**config.mk**
```make
export PLATFORM = sky130hd
export DESIGN_NAME = cachepool_axi_rd_arbiter
export DESIGN_NICKNAME = d
export VERILOG_FILES = /design/src/rtl/cachepool_axi_rd_arbiter.sv
export SDC_FILE = /design/constraint.sdc
export NUM_CORES = 1
export LEC_CHECK = 0
export CAP_MARGIN = 40
export CORE_AREA = 2 2 476 478
export CTS_CLUSTER_SIZE = 12
export DETAILED_ROUTE_END_ITERATION = 10
export DIE_AREA = 0 0 478 480
export MAX_ROUTING_LAYER = met4
export PLACE_DENSITY_LB_ADDON = 0.1
export SLEW_MARGIN = 10
export SYNTH_ARGS = -nofsm -noshare
export SYNTH_HDL_FRONTEND = slang
export SYNTH_SLANG_ARGS = --single-unit
export TNS_END_PERCENT = 50
```
**constraint.sdc**
```tcl
create_clock -name clk_i -period 4.7 [get_ports clk_i]
set_input_delay 0.94 -clock clk_i [delete_from_list [all_inputs] [get_ports clk_i]]
set_output_delay 0.94 -clock clk_i [all_outputs]
set_load 0.03 [all_outputs]
```
**src/rtl/cachepool_axi_rd_arbiter.sv**
```systemverilog
// Shares one downstream AXI read port (AR + R) among NumReq read masters:
// round-robin AR arbitration with an index-prefixed ID, R routing by that prefix.
module cachepool_axi_rd_arbiter #(
  parameter int NumReq         = 2,
  parameter int IdWidth        = 4,
  parameter int AddrWidth      = 48,
  parameter int DataWidth      = 512,
  parameter int MaxOutstanding = 4,
  localparam int OutIdWidth    = IdWidth + $clog2(NumReq)
) (
  input  logic                           clk_i,
  input  logic                           rst_i,
  input  logic [NumReq-1:0]              slv_ar_valid_i,
  output logic [NumReq-1:0]              slv_ar_ready_o,
  input  logic [NumReq*IdWidth-1:0]      slv_ar_id_i,
  input  logic [NumReq*AddrWidth-1:0]    slv_ar_addr_i,
  input  logic [NumReq*8-1:0]            slv_ar_len_i,
  output logic [NumReq-1:0]              slv_r_valid_o,
  input  logic [NumReq-1:0]              slv_r_ready_i,
  output logic [IdWidth-1:0]             slv_r_id_o,
  output logic [DataWidth-1:0]           slv_r_data_o,
  output logic                           slv_r_last_o,
  output logic                           mst_ar_valid_o,
  input  logic                           mst_ar_ready_i,
  output logic [OutIdWidth-1:0]          mst_ar_id_o,
  output logic [AddrWidth-1:0]           mst_ar_addr_o,
  output logic [7:0]                     mst_ar_len_o,
  input  logic                           mst_r_valid_i,
  output logic                           mst_r_ready_o,
  input  logic [OutIdWidth-1:0]          mst_r_id_i,
  input  logic [DataWidth-1:0]           mst_r_data_i,
  input  logic                           mst_r_last_i,
  output logic                           busy_o,
  output logic                           err_o
);

  // Handshakes: a beat transfers on a cycle where valid && ready are both high;
  // once valid rises, valid and payload hold until that cycle.

  localparam int SelWidth = $clog2(NumReq);
  localparam int CntWidth = $clog2(MaxOutstanding + 1);

  typedef enum logic {LOCK_IDLE, LOCK_HELD} lock_state_e;

  lock_state_e         state_q, state_d;
  logic [SelWidth-1:0] lock_idx_q, lock_idx_d;
  logic [SelWidth-1:0] rr_q, rr_d;
  logic [CntWidth-1:0] cnt_q [NumReq];
  logic                err_q;

  logic [NumReq-1:0]   eligible;
  logic [SelWidth-1:0] arb_idx, gnt_idx, cand;
  logic                arb_found, ar_valid, ar_hs;
  int                  rr_pos;

  logic [SelWidth-1:0] r_sel;
  logic                r_sel_ok, r_hs, busy_any;
  logic [NumReq-1:0]   inc, dec;

  always_comb begin
    for (int i = 0; i < NumReq; i++) begin
      eligible[i] = slv_ar_valid_i[i] && (cnt_q[i] < CntWidth'(MaxOutstanding));
    end
  end

  // First eligible requester at or after the rr pointer, wrapping around.
  always_comb begin
    arb_found = 1'b0;
    arb_idx   = '0;
    rr_pos    = 0;
    cand      = '0;
    for (int k = 0; k < NumReq; k++) begin
      rr_pos = int'(rr_q) + k;
      if (rr_pos >= NumReq) rr_pos = rr_pos - NumReq;
      cand = SelWidth'(rr_pos);
      if (!arb_found && eligible[cand]) begin
        arb_found = 1'b1;
        arb_idx   = cand;
      end
    end
  end

  assign gnt_idx  = (state_q == LOCK_HELD) ? lock_idx_q : arb_idx;
  assign ar_valid = !rst_i && ((state_q == LOCK_HELD) || arb_found);
  assign ar_hs    = ar_valid && mst_ar_ready_i;

  assign mst_ar_valid_o = ar_valid;

  always_comb begin
    slv_ar_ready_o = '0;
    mst_ar_id_o    = '0;
    mst_ar_addr_o  = '0;
    mst_ar_len_o   = '0;
    for (int i = 0; i < NumReq; i++) begin
      if (gnt_idx == SelWidth'(i)) begin
        slv_ar_ready_o[i] = ar_hs;
        mst_ar_id_o       = {SelWidth'(i), slv_ar_id_i[i*IdWidth +: IdWidth]};
        mst_ar_addr_o     = slv_ar_addr_i[i*AddrWidth +: AddrWidth];
        mst_ar_len_o      = slv_ar_len_i[i*8 +: 8];
      end
    end
  end

  // A stalled AR keeps its requester until accepted, whatever the others do.
  always_comb begin
    state_d    = state_q;
    lock_idx_d = lock_idx_q;
    case (state_q)
      LOCK_IDLE: begin
        if (ar_valid && !mst_ar_ready_i) begin
          state_d    = LOCK_HELD;
          lock_idx_d = arb_idx;
        end
      end
      LOCK_HELD: begin
        if (mst_ar_ready_i) state_d = LOCK_IDLE;
      end
      default: state_d = LOCK_IDLE;
    endcase
  end

  always_comb begin
    rr_d = rr_q;
    if (ar_hs) begin
      rr_d = (int'(gnt_idx) == NumReq - 1) ? '0 : gnt_idx + SelWidth'(1);
    end
  end

  assign r_sel        = mst_r_id_i[OutIdWidth-1:IdWidth];
  assign r_sel_ok     = int'(r_sel) < NumReq;
  assign slv_r_id_o   = mst_r_id_i[IdWidth-1:0];
  assign slv_r_data_o = mst_r_data_i;
  assign slv_r_last_o = mst_r_last_i;

  // Beats with an out-of-range prefix are accepted and dropped.
  always_comb begin
    slv_r_valid_o = '0;
    mst_r_ready_o = 1'b1;
    for (int i = 0; i < NumReq; i++) begin
      if (r_sel == SelWidth'(i)) begin
        slv_r_valid_o[i] = mst_r_valid_i && !rst_i;
        mst_r_ready_o    = slv_r_ready_i[i];
      end
    end
  end

  assign r_hs = mst_r_valid_i && mst_r_ready_o;

  always_comb begin
    for (int i = 0; i < NumReq; i++) begin
      inc[i] = ar_hs && (gnt_idx == SelWidth'(i));
      dec[i] = r_hs && mst_r_last_i && (r_sel == SelWidth'(i));
    end
  end

  always_ff @(posedge clk_i) begin
    if (rst_i) begin
      state_q    <= LOCK_IDLE;
      lock_idx_q <= '0;
      rr_q       <= '0;
      err_q      <= 1'b0;
      for (int i = 0; i < NumReq; i++) cnt_q[i] <= '0;
    end else begin
      state_q    <= state_d;
      lock_idx_q <= lock_idx_d;
      rr_q       <= rr_d;
      for (int i = 0; i < NumReq; i++) begin
        if (inc[i] && !dec[i]) begin
          cnt_q[i] <= cnt_q[i] + CntWidth'(1);
        end else if (dec[i] && !inc[i]) begin
          // A return with nothing outstanding is a protocol violation.
          if (cnt_q[i] == '0) err_q <= 1'b1;
          else                cnt_q[i] <= cnt_q[i] - CntWidth'(1);
        end
      end
      if (r_hs && !r_sel_ok) err_q <= 1'b1;
    end
  end

  always_comb begin
    busy_any = 1'b0;
    for (int i = 0; i < NumReq; i++) busy_any = busy_any | (cnt_q[i] != '0);
  end

  assign busy_o = busy_any;
  assign err_o  = err_q;

endmodule

```
==> impl_metrics.ini <==
[outcome]
run_status = finished clean

[clock_network]
clkSlewWorstSetupHoldPaths_ps = 40
ctsLongestPathBuffers = 2
cts_root_buf = sky130_fd_sc_hd__clkbuf_16
worst_skew_pair.late_latency_ps = 240
clock_tree_from_tritoncts = yes
post_cts_buffers = 0
tritoncts.num_buffers = 3
holdBufCountCts = 0
clock_sinks = 10
htree_levels = 1
post_cts.resized_instances = 0

[synth]
async_sr_flop_fraction_pct = 0
avgSynthCellArea_um2 = 6.77
synth_nets = 1443
synth_enable_flop_cells = 6
post_synth_num_cell_types = 41
synth-seq-area-share_pct = 4.85
synth-seq-cells = 10
syn_inst = 793
most_used_dff_post_synth = sky130_fd_sc_hd__edfxtp_1
netlist_area_um2 = 5370
synth_warn = 0

[detailed_routing]
routed_wirelength_normalized_by_instance_count_um = 29.8
route.vias.total = 3581
drt_pass1_iterations = 4
routed_wirelength_mm = 103
detailedRoute.firstIterationViolations = 140
viasPerCell = 1.03
detail-route-antenna-nets = 0
drc = 0

[worst_setup_path]
crit_start = slv_ar_valid_i[0]
crit_arrival_ps = 3540
critical_path_peak_fanout = 35
cp_data_required_time_ps = 3760
worstSetupPathType = in2out
launching_element_type_of_the_critical_path = input port
rr_startpoint = cnt_q[0][2]
kind_of_end_point_of_the_critical_path = output pin

[sta]
setup_viol = 0
worst_clock_skew_ps = 2.01
timing.final.crit_share_pct = 95.3
rsz_0062_raised_after_global_routing = false
slew_limit_headroom_pct = 52.2
clock.fmax_mhz = 223
setup_tns_ps = 0
worst-slew-pin-transition_ps = 709
timing.final.crit_period_ps = 4480
holdWs_ps = 466
drv_slew = 0
count_of_final_hold_check_violations = 0

[cells_and_area]
final.fill_count = 26700
final_layout_size_suffix_gt1_share_pct = 8.26
design.final.nets = 1123
post-route-util_pct = 3.28
area.growth.synth_to_final_pct = 36.7

[floorplan]
core-area_um2 = 224000
dieHeight_um = 480
fp.dieArea_um2 = 229000
die_width_um = 478
placement_rows = 174
num_io_pins = 1232
floorplan.initialDensity_pct = 2.40

[worst_hold_path]
min-delay-path-class = reg2reg
hold_path.startpoint = lock_idx_q

[power_and_ir_drop]
p_leak_uw = 0.00171
power.share.combinational_pct = 69.0
p_int_uw = 469
seqPwrFrac_pct = 12.7
power_density_nw_per_um2 = 117
clockPowerShare_pct = 18.2
max-vdd-ir-drop_mv = 0.0741
power.net_switching_uw = 392
sw_frac_of_total_pct = 45.5

[placed_design]
finalWeightedCongestion = 0.775
port_buffers = 199
dp_hpwl_mm = 99.5

[global_routing]
grt_pass1_vias = 3788
globalRouteOverflowTotal = 0
grt_max_degree = 36
antenna_found_initial = 9
grt_first_pass_wirelength_mm = 112
groute.usage.overall_pct = 8.75

[run]
drv.max_cap_violation_count = 0
==> cell usage in the layout (no fill, tap or decap), types with 2 or more instances in the layout <==
master                            instances
sky130_fd_sc_hd__nand4b_1                 2
sky130_fd_sc_hd__a21oi_1                  4
sky130_fd_sc_hd__o211ai_1                 2
sky130_fd_sc_hd__inv_1                   10
sky130_fd_sc_hd__a211o_1                  2
sky130_fd_sc_hd__buf_4                   22
sky130_fd_sc_hd__nor2_1                   5
sky130_fd_sc_hd__o31ai_1                  2
sky130_fd_sc_hd__clkdlybuf4s50_1        178
sky130_fd_sc_hd__o21a_1                   2
sky130_fd_sc_hd__buf_12                   7
sky130_fd_sc_hd__ha_1                     3
sky130_fd_sc_hd__nor3b_1                  2
sky130_fd_sc_hd__nand2_1                183
sky130_fd_sc_hd__clkbuf_16                3
sky130_fd_sc_hd__o21ai_0                  3
sky130_fd_sc_hd__dfxtp_1                  4
sky130_fd_sc_hd__nor3_1                   6
sky130_fd_sc_hd__edfxtp_1                 6
sky130_fd_sc_hd__nor2b_1                  3
==> flip-flops by register name, summed over array words and instances (netlist names) <==
name        flops
cnt_q           6
lock_idx_q      1
state_q         1
err_o           1
rr_q            1
==> cells in the mapped netlist, types with 2 or more instances <==
cell type | n | area share, %
sky130_fd_sc_hd__inv_2 | 2 | 0.14
sky130_fd_sc_hd__clkbuf_1 | 8 | 0.56
sky130_fd_sc_hd__buf_1 | 5 | 0.35
sky130_fd_sc_hd__o21ai_0 | 3 | 0.28
sky130_fd_sc_hd__nor3b_1 | 2 | 0.28
sky130_fd_sc_hd__nand4b_1 | 2 | 0.33
sky130_fd_sc_hd__edfxtp_1 | 6 | 3.4
sky130_fd_sc_hd__dfxtp_1 | 4 | 1.5
sky130_fd_sc_hd__nor2_1 | 5 | 0.35
sky130_fd_sc_hd__ha_1 | 3 | 0.70
sky130_fd_sc_hd__nor3_1 | 6 | 0.56
sky130_fd_sc_hd__o31ai_1 | 2 | 0.28
sky130_fd_sc_hd__nand2_1 | 183 | 13
sky130_fd_sc_hd__inv_1 | 10 | 0.70
sky130_fd_sc_hd__a211o_1 | 2 | 0.33
sky130_fd_sc_hd__buf_4 | 518 | 72
sky130_fd_sc_hd__nor2b_1 | 3 | 0.35
sky130_fd_sc_hd__a21oi_1 | 4 | 0.37
sky130_fd_sc_hd__o211ai_1 | 2 | 0.28
sky130_fd_sc_hd__o21a_1 | 2 | 0.28
==> cell type report <==
| cell class | instances | area [µm²] | share of cell area, % |
|---|---|---|---|
| Antenna cell | 1 | 2.50 | 0.0341 |
| Clock buffer | 3 | 75.1 | 1.02 |
| Clock inverter | 1 | 3.75 | 0.0512 |
| Inverter | 12 | 46.3 | 0.631 |
| Multi-Input combinational cell | 239 | 1120 | 15.2 |
| Sequential cell | 10 | 260 | 3.55 |
| Tap cell | 2992 | 3740 | 51.0 |
| Timing Repair Buffer | 207 | 2090 | 28.4 |
==> through the flow <==
stage / std cells / area [µm²] / power (µW) / worst slack [ps]
3_3_place_gp: 3460 / 7260 / 731 / 282
5_1_grt: 3464 / 7330 / 915 / 146
4_1_cts: 3464 / 7330 / 893 / 234
6_report: 3465 / 7340 / 861 / 222
3_5_place_dp: 3460 / 7260 / 727 / 242
2_1_floorplan: 793 / 5370 / 1180 / 1480
==> metal layers <==
layer	part of all wire, %	routed length (µm)	GRT usage [%]	vias to the layer above
li1	-	-	-	1257
met1	9.6	9960	2.37	1242
met2	43	44800	13.1	816
met3	42	43800	16.9	266
met4	4.7	4860	3.34	0
met5	0	0	-	-
==> cells by family after synthesis <==
| logic type | after synthesis | share of synthesized area (%) |
|---|---|---|
| multiplexers | 2 | 0.396 |
| buffers and inverters | 544 | 74.3 |
| adder cells (fa/ha/maj) | 4 | 1.07 |
| AO/OA/AOI/OAI | 22 | 3.33 |
| flip-flops | 10 | 4.85 |
| AND/OR/NAND/NOR | 209 | 15.7 |
| XOR/XNOR | 2 | 0.326 |
==> worst max-delay path, cell delays in order <==
cell and delay (ps):
sky130_fd_sc_hd__clkdlybuf4s50_1 490, sky130_fd_sc_hd__or3b_4 420, sky130_fd_sc_hd__a21oi_4 330, sky130_fd_sc_hd__clkinv_2 170
sky130_fd_sc_hd__buf_12 180, sky130_fd_sc_hd__nand2_1 180, sky130_fd_sc_hd__nand2_1 70, sky130_fd_sc_hd__clkdlybuf4s50_1 590
==> final timing paths <==
kind / endpoint / slack [ps] / cells after the start
worst max register to register: cnt_q[0][2] / 1830 / 10
worst max-delay path: mst_ar_addr_o[0] / 220 / 8
worst min-delay path: lock_idx_q / 470 / 2
worst min register to register: lock_idx_q / 470 / 2
==> power groups by stage <==
stage / Combinational [µW] / Clock, µW / Sequential, µW
2_1_floorplan: 1070 / 0 / 109
3_3_place_gp: 620 / 0 / 112
3_5_place_dp: 615 / 0 / 112
4_1_cts: 619 / 164 / 110
5_1_grt: 636 / 168 / 111
6_report: 594 / 157 / 110
Note: power is estimated with default switching activity, not from simulation.
